## src/rtl/wbq_pkg.sv

```systemverilog
// Shared types and constants for the register-file writeback queue.
// Optional coalescing of same-register writes is enabled with WBQ_COALESCE_EN.
package wbq_pkg;

  localparam int DATA_W     = 16;
  localparam int REG_ADDR_W = 3;

  localparam logic [REG_ADDR_W-1:0] REG_ZERO = 3'd0;

  typedef struct packed {
    logic                  valid;
    logic [REG_ADDR_W-1:0] reg_num;
    logic [DATA_W-1:0]     data;
  } wbq_entry_t;

endpackage

```

## src/rtl/wbq_match.sv

```systemverilog
// Finds the youngest pending write to one register. Purely combinational; no flow control.
module wbq_match
  import wbq_pkg::*;
#(
  parameter  int DEPTH = 4,
  localparam int PTR_W = $clog2(DEPTH)
) (
  input  wbq_entry_t              entries [DEPTH],
  input  logic [PTR_W-1:0]        headPtr,
  input  logic [REG_ADDR_W-1:0]   lkNum,
  output logic                    lkHit,
  output logic [DATA_W-1:0]       lkData
);

  logic [PTR_W-1:0] idx;

  // Walk oldest to youngest so the last match seen is the youngest one.
  always_comb begin
    lkHit  = 1'b0;
    lkData = '0;
    idx    = headPtr;
    for (int i = 0; i < DEPTH; i++) begin
      idx = headPtr + PTR_W'(i);
      if (entries[idx].valid && (entries[idx].reg_num == lkNum) && (lkNum != REG_ZERO)) begin
        lkHit  = 1'b1;
        lkData = entries[idx].data;
      end
    end
  end

endmodule

```

## src/rtl/reg_writeback_queue.sv

```systemverilog
// Buffers register writes and retires one per cycle into the register file; retire is 1 cycle after accept.
// Backpressure: in_ready drops when full (WBQ_COALESCE_EN lets a same-register write merge into the youngest entry).
module reg_writeback_queue
  import wbq_pkg::*;
#(
  parameter  int DEPTH = 4,
  localparam int PTR_W = $clog2(DEPTH),
  localparam int CNT_W = $clog2(DEPTH) + 1
) (
  input  logic                  clk,
  input  logic                  reset,
  input  logic                  in_valid,
  output logic                  in_ready,
  input  logic [REG_ADDR_W-1:0] in_reg,
  input  logic [DATA_W-1:0]     in_data,
  input  logic                  drain_en,
  output logic                  rf_regWrite,
  output logic [REG_ADDR_W-1:0] rf_regWriteNum,
  output logic [DATA_W-1:0]     rf_writeData,
  input  logic [REG_ADDR_W-1:0] lk_num1,
  input  logic [REG_ADDR_W-1:0] lk_num2,
  output logic                  lk_hit1,
  output logic                  lk_hit2,
  output logic [DATA_W-1:0]     lk_data1,
  output logic [DATA_W-1:0]     lk_data2,
  output logic [CNT_W-1:0]      pending_cnt
);

  wbq_entry_t       entries [DEPTH];
  logic [PTR_W-1:0] headPtr;
  logic [PTR_W-1:0] tailPtr;
  logic [CNT_W-1:0] cnt;

  logic isEmpty;
  logic isFull;
  logic isZero;
  logic accept;
  logic doDrain;
  logic doPush;
  logic doCoalesce;

  assign isEmpty = (cnt == '0);
  assign isFull  = (cnt == CNT_W'(DEPTH));
  assign isZero  = (in_reg == REG_ZERO);

  // Nothing retires while reset is held, so pending writes are truly discarded.
  assign doDrain = drain_en && !isEmpty && !reset;

`ifdef WBQ_COALESCE_EN
  logic [PTR_W-1:0] youngIdx;
  logic             canCoalesce;

  assign youngIdx    = tailPtr - PTR_W'(1);
  // A lone entry leaving this cycle cannot absorb the request.
  assign canCoalesce = !isEmpty && !isZero && (entries[youngIdx].reg_num == in_reg)
                       && !(doDrain && (cnt == CNT_W'(1)));
  assign in_ready    = !isFull || canCoalesce;
  assign doCoalesce  = accept && canCoalesce;
`else
  assign in_ready    = !isFull;
  assign doCoalesce  = 1'b0;
`endif

  assign accept = in_valid && in_ready;
  assign doPush = accept && !isZero && !doCoalesce;

  assign rf_regWrite    = doDrain;
  assign rf_regWriteNum = isEmpty ? '0 : entries[headPtr].reg_num;
  assign rf_writeData   = isEmpty ? '0 : entries[headPtr].data;
  assign pending_cnt    = cnt;

  always_ff @(posedge clk) begin
    if (reset) begin
      headPtr <= '0;
      tailPtr <= '0;
      cnt     <= '0;
      for (int i = 0; i < DEPTH; i++) begin
        entries[i] <= '0;
      end
    end else begin
      if (doPush) begin
        entries[tailPtr] <= '{valid: 1'b1, reg_num: in_reg, data: in_data};
        tailPtr          <= tailPtr + PTR_W'(1);
      end
`ifdef WBQ_COALESCE_EN
      if (doCoalesce) begin
        entries[youngIdx].data <= in_data;
      end
`endif
      if (doDrain) begin
        entries[headPtr].valid <= 1'b0;
        headPtr                <= headPtr + PTR_W'(1);
      end
      cnt <= cnt + CNT_W'(doPush) - CNT_W'(doDrain);
    end
  end

  wbq_match #(.DEPTH(DEPTH)) u_match1 (
    .entries (entries),
    .headPtr (headPtr),
    .lkNum   (lk_num1),
    .lkHit   (lk_hit1),
    .lkData  (lk_data1)
  );

  wbq_match #(.DEPTH(DEPTH)) u_match2 (
    .entries (entries),
    .headPtr (headPtr),
    .lkNum   (lk_num2),
    .lkHit   (lk_hit2),
    .lkData  (lk_data2)
  );

endmodule

```

## config.mk

```make
export PLATFORM = sky130hd
export DESIGN_NAME = reg_writeback_queue
export DESIGN_NICKNAME = d
export VERILOG_FILES = /design/src/rtl/wbq_pkg.sv /design/src/rtl/wbq_match.sv /design/src/rtl/reg_writeback_queue.sv
export SDC_FILE = /design/constraint.sdc
export NUM_CORES = 1
export LEC_CHECK = 0
export CORE_ASPECT_RATIO = 0.6
export CORE_MARGIN = 2
export CORE_UTILIZATION = 51
export CTS_CLUSTER_DIAMETER = 100
export CTS_CLUSTER_SIZE = 14
export DETAILED_ROUTE_END_ITERATION = 6
export GPL_TIMING_DRIVEN = 0
export PLACE_DENSITY = 0.77
export RECOVER_POWER = 25
export SYNTH_ARGS = -nofsm -noshare
export SYNTH_HDL_FRONTEND = slang
export SYNTH_SLANG_ARGS = --single-unit
```

## constraint.sdc

```tcl
create_clock -name clk -period 4.3 [get_ports clk]
set_clock_uncertainty 0.2 [all_clocks]
set_input_delay 0.645 -clock clk [delete_from_list [all_inputs] [get_ports clk]]
set_output_delay 0.645 -clock clk [all_outputs]
set_load 0.005 [all_outputs]
```

# == Word level (Yosys, flattened, before mapping) ==
# Cells that the tools add are included.
# totals
reg_bits,87
ramBits,0
in_bits,29
mem_count,0
mem_bits_ro,0
latchBits,0
elab_cells,111
out_inout_bits,58
# classes
eq_ne,9
bitwise,5
add_sub_neg,6
n_reduce_logical,30
n_shift,0
n_div,0
multipliers,0
magnitude_cmp,7
mux,39
# ops
op,n
80-bit 2-to-1 mux,3
20-bit 2-to-1 mux,10
20-bit binary-select mux with 2-bit select,4
80-bit bitwise mux,2
16-bit 2-to-1 mux,9
20-bit demux with 2-bit select,2
3-bit equality test,8
1-bit logical AND,22
"3-bit >= comparator, second input constant",5
2-bit inverter with 3-bit output,5
1-bit 2-to-1 mux,8
3-bit zero test,2
"3-bit by 1-bit < comparator with 1-bit output, second input constant",2
3-bit nonzero test,2
"2-bit by 1-bit adder with 2-bit output, second input constant",2
"2-bit adder, second input constant",2
1-bit zero test,4
3-bit by 1-bit adder with 3-bit output,1
"3-bit equality test, second input constant",1
3-bit 2-to-1 mux,1
3-bit by 1-bit subtractor with 3-bit output,1

# == Logic depth before layout (Yosys ltp) ==
# Gate-level depths: netlist of the first run.
# depth
word_depth,11
mapped_depth,15
ltp_nobuf,12

# == Hierarchy ==
# From an unflattened synthesis of the first run, not the netlist that was laid out.
# hier_totals
hier_cells,870
hier_area_um2,9749.4
# by_module_without_submodules
module,area_each_um2,cells_each,n_inst,seq_area_each_um2
wbq_match,2752.6,245,2,0.0
reg_writeback_queue,4244.1,380,1,1741.7

# == Worst setup path after synthesis of the first run ==
# No wires, ideal clock.
# synth_path
path_kind,register to output
start,register headPtr[1]
end,output lk_data2[10]
slack_ps,-102
t_arrival_ps,3557
path_stages_with_launch,14
n_path_buf,6
t_required_ps,3455
cell_sequence,dfxtp_1 > buf_6 > buf_2 > buf_1 > clkbuf_1 > inv_1 > ha_1 > buf_2 > mux4_2 > and2_1 > a211oi_2 > buf_2 > nand2_1 > a31oi_1
# synth_via
elab_chain_len,11
elab_cells_between_ends,35
cone_classes,add/sub (3); eq/ne (4); mux (16); bitwise (4); reduce/logical (8)
# synth_rtl
item,line,text
from (decl),reg_writeback_queue.sv:30,logic [PTR_W-1:0] headPtr;
from (signal assigned),reg_writeback_queue.sv:92,headPtr <= headPtr + PTR_W'(1);
2-bit by 1-bit adder with 2-bit output or 2-bit inverter with 3-bit output (tied branches),"wbq_match.sv:23, wbq_match.sv:24, wbq_match.sv:26",
2-bit inverter with 3-bit output (not written as such) or 20-bit binary-select mux with 2-bit select (tied branches),"wbq_match.sv:24, wbq_match.sv:26",
20-bit binary-select mux with 2-bit select or 20-bit 2-to-1 mux (tied branches),"wbq_match.sv:24, wbq_match.sv:26",
20-bit 2-to-1 mux (not written as such),wbq_match.sv:26,lkData = entries[idx].data;
20-bit 2-to-1 mux (not written as such) or 3-bit equality test (tied branches),wbq_match.sv:24,if (entries[idx].valid && (entries[idx].reg_num == lkNum) && (lkNum != REG_ZERO)) begin
3-bit equality test or 1-bit logical AND (tied branches),wbq_match.sv:24,
1-bit logical AND,wbq_match.sv:24,
1-bit logical AND or 16-bit 2-to-1 mux (tied branches),wbq_match.sv:24,
16-bit 2-to-1 mux (2 in series),wbq_match.sv:24,
16-bit 2-to-1 mux *,wbq_match.sv:24,
to (decl),reg_writeback_queue.sv:25,"output logic [DATA_W-1:0] lk_data2,"
# Every way passes the cells marked *; elsewhere a longest branch is shown, timed or not. The select of a mux whose other input is x is not followed.

# == Final worst setup path of the first run ==
# layout_path
start,register headPtr[1]
end,output lk_data2[2]
# Same word-level chain as after synthesis.

==> metrics.yaml, run 1 <==
worst_setup_path:
  cpMaxStageDelayCell: "mux4_2"
  cp_common_cell: "buf_12"
  crit_type: "reg2out"
  worstRegToRegCells: 14
  worst-path-buf-inv: 8
  critical_path.top_delay_family: "buffers and inverters"
  required_ns: 3.45
  startpoint_type: "flip-flop"
  max_stage_delay_ns: 0.39
  cp_cell_sequence: "buf_6, buf_12, buf_12, inv_1, ha_4, mux4_2, xor2_2, a2bb2oi_4, or2_1, buf_4, a21boi_4, buf_4, buf_12, a31oi_1, dlygate4sd2_1"
  path_depth: 15
  crit_fanout: 8
  crit_arrival_ns: 3.39
  end_kind: "primary output"
die:
  dieArea_um2: 14200
  initial_core_util: 0.525
  pin_count: 87
  floorplan.core_area_um2: 12900
  floorplan.rows: 32
  die_h_um: 93.2
  fp.dieW_um: 153
global_route:
  grt_max_degree: 19
  grt_pass1_vias: 6361
  grt_pass1_wl_um: 36700
  globalRouteOverflowTotal: 0
  gr-usage-all-layers: 0.338
  antenna_found_initial: 0
synth:
  synth_seq_cells: 87
  synth_ff_type: "dfxtp_1"
  synth_top_area_frac: 0.259
  yosysUniqueCellTypes: 45
  syn_inst: 746
  syn_avg_cell_area_um2: 9.08
  yosysWarnings: 0
  synth_nets: 786
  synthesis.area_um2: 6770
  yosysTopAreaCell: "mux4_2"
  synthArstFlopShare: 0
  yosysSeqAreaShare: 0.257
  synth_edf_count: 0
  synth_area_leaders: "mux4_2 26%, dfxtp_1 26%, nand2_1 7.8%, a21oi_1 5.7%, nand3_1 5.7%"
clocking:
  cts.sinks: 87
  clk_latency_ns: 0.34
  cts_tree: "built"
  root_buffer: "clkbuf_16"
  cts-hold-fix-buffers: 0
  cts_buffers: 9
  clk_pin_slew_ns: 0.06
  ctsLongestPathBuffers: 2
  h-tree-depth: 3
layout:
  final_util: 0.660
  drive_above_1_share: 0.241
  final_common_cell: "nand2_1"
  syn2layout_area_growth_pct: 25.7
  fin_nets: 897
  mostFrequentLayoutCells: "141 x nand2_1, 85 x dfxtp_1, 78 x mux4_2"
  finalInstanceArea_um2: 8510
  insertedDiodeCount: 0
sta:
  worst_slack_ns: 0.0619
  slew_viol_final: 0
  max_slew.worst_pin.slew_ns: 0.669
  slew_headroom: 0.554
  hold_viol: 0
  fmax_mhz: 236
  rsz0062_at_grt: "true"
  setup_violations: 0
  fin_crit_sh: 0.986
  period_minus_slack_ns: 4.24
route:
  ant_nets: 0
  drtIter0Drc: 1048
  wirelength_um: 24000
  routed_via_density: 6.59
  drc: 0
  firstDrtPassIters: 5
  vias: 6801
  avgRoutedWirePerCell_um: 23.2
run:
  cap_violations: 0
place:
  post-place-ws_ns: -1.33
  numPortBuffers: 79
  dp_hpwl_um: 18500
  gp_congestion: 0.966
  place_area_um2: 7770
power_and_ir_drop:
  p_per_area_nw_per_um2: 418
  ir_drop_mv: 0.278
  p_leak_nw: 2.88
worst_hold_path:
  hp-class: "reg2reg"
  min_path_cells: 2
outcome:
  status: "finished, final reports clean"
## tightest hold or removal path, delay by kind of cell, from the launching register on
family | cells | cell delay, ns
simple gates | 1 | 0.06
flops | 1 | 0.34
compound gates | 1 | 0.06
## Yosys cell counts, drive strengths merged, types with 2 or more instances
cell     count
nand2      141
dfxtp       87
mux4        80
a21oi       77
nand3       77
buf         39
clkbuf      38
nor2        31
nor2b       27
o22ai       20
a221oi      19
a31oi       15
o31ai       15
inv         11
xnor2       11
ha          10
xor2         9
a2bb2oi      5
mux2         5
mux2i        5
or2          5
nor3         4
and2         3
a311oi       2
o211ai       2
## final cells by class
type / instances / area (um^2)
tap: 170 / 213
buffer: 73 / 417
inverter: 11 / 43.8
clock buffer: 10 / 239
sequential: 87 / 1740
fill: 1007 / 4380
timing repair buffer: 104 / 913
clock inverter: 6 / 108
multi-input combinational: 571 / 4830
## final timing paths
kind	slack, ns	endpoint	startpoint
hold reg to reg	0.31	flip-flop	flip-flop
setup / recovery	0.06	lk_data2[2]	headPtr[1]
hold / removal	0.31	flip-flop	flip-flop
setup reg to reg	0.99	pending_cnt[2]	pending_cnt[1]
## timing repair
action / 4_1_cts / 5_1_grt
cloned: 1 / 0
pin swaps: 24 / 7
buffers inserted: 18 / 6
hold endpoints to repair: 0 / 0
setup endpoints to repair: 34 / 32
gates resized for setup: 135 / 14
## power breakdown
| group | internal, mW | total (mW) | switching (mW) |
|---|---|---|---|
| sequential | 0.881 | 1.00 | 0.119 |
| clock | 0.581 | 0.891 | 0.310 |
| combinational | 0.768 | 1.66 | 0.896 |
| total | 2.23 | 3.56 | 1.33 |
## logic make-up (layout without fill, tap and decap cells)
logic type,after synthesis,count (layout),share of synthesized area
buf+inv,88,204,0.0593
compound gates,160,160,0.162
simple gates,290,290,0.191
flops,87,87,0.257
fa+ha+maj,11,11,0.0214
mux,90,90,0.283
xor+xnor,20,20,0.0259
## per-layer routing
| metal | global-route usage | vias up | part of all wire |
|---|---|---|---|
| met5 | 0 | - | 0 |
| met4 | 0.0694 | 0 | 0.017 |
| met3 | 0.101 | 34 | 0.16 |
| met2 | 0.478 | 524 | 0.40 |
| met1 | 0.511 | 3239 | 0.42 |
| li1 | - | 3004 | - |
## per-stage QoR
stage | std cells | setup TNS, ns | power, mW | hold WS (ns)
after floorplan | 746 | 0 | 2.05 | 0.261
after global placement | 995 | -34.25 | 2.46 | 0.281
after detailed placement | 995 | -39.39 | 2.51 | 0.295
after CTS | 1029 | -0.00137 | 3.53 | 0.304
after global routing | 1032 | -0.0688 | 3.71 | 0.332
final | 1032 | 0 | 3.56 | 0.307
(Power assumes the default switching activity.)
==> run 2: changes to the inputs <==
Settings changed: SLEW_MARGIN set to 20.
==> results of run 2 <==
Final layout, timing and power as in run 1 (identical DEF).
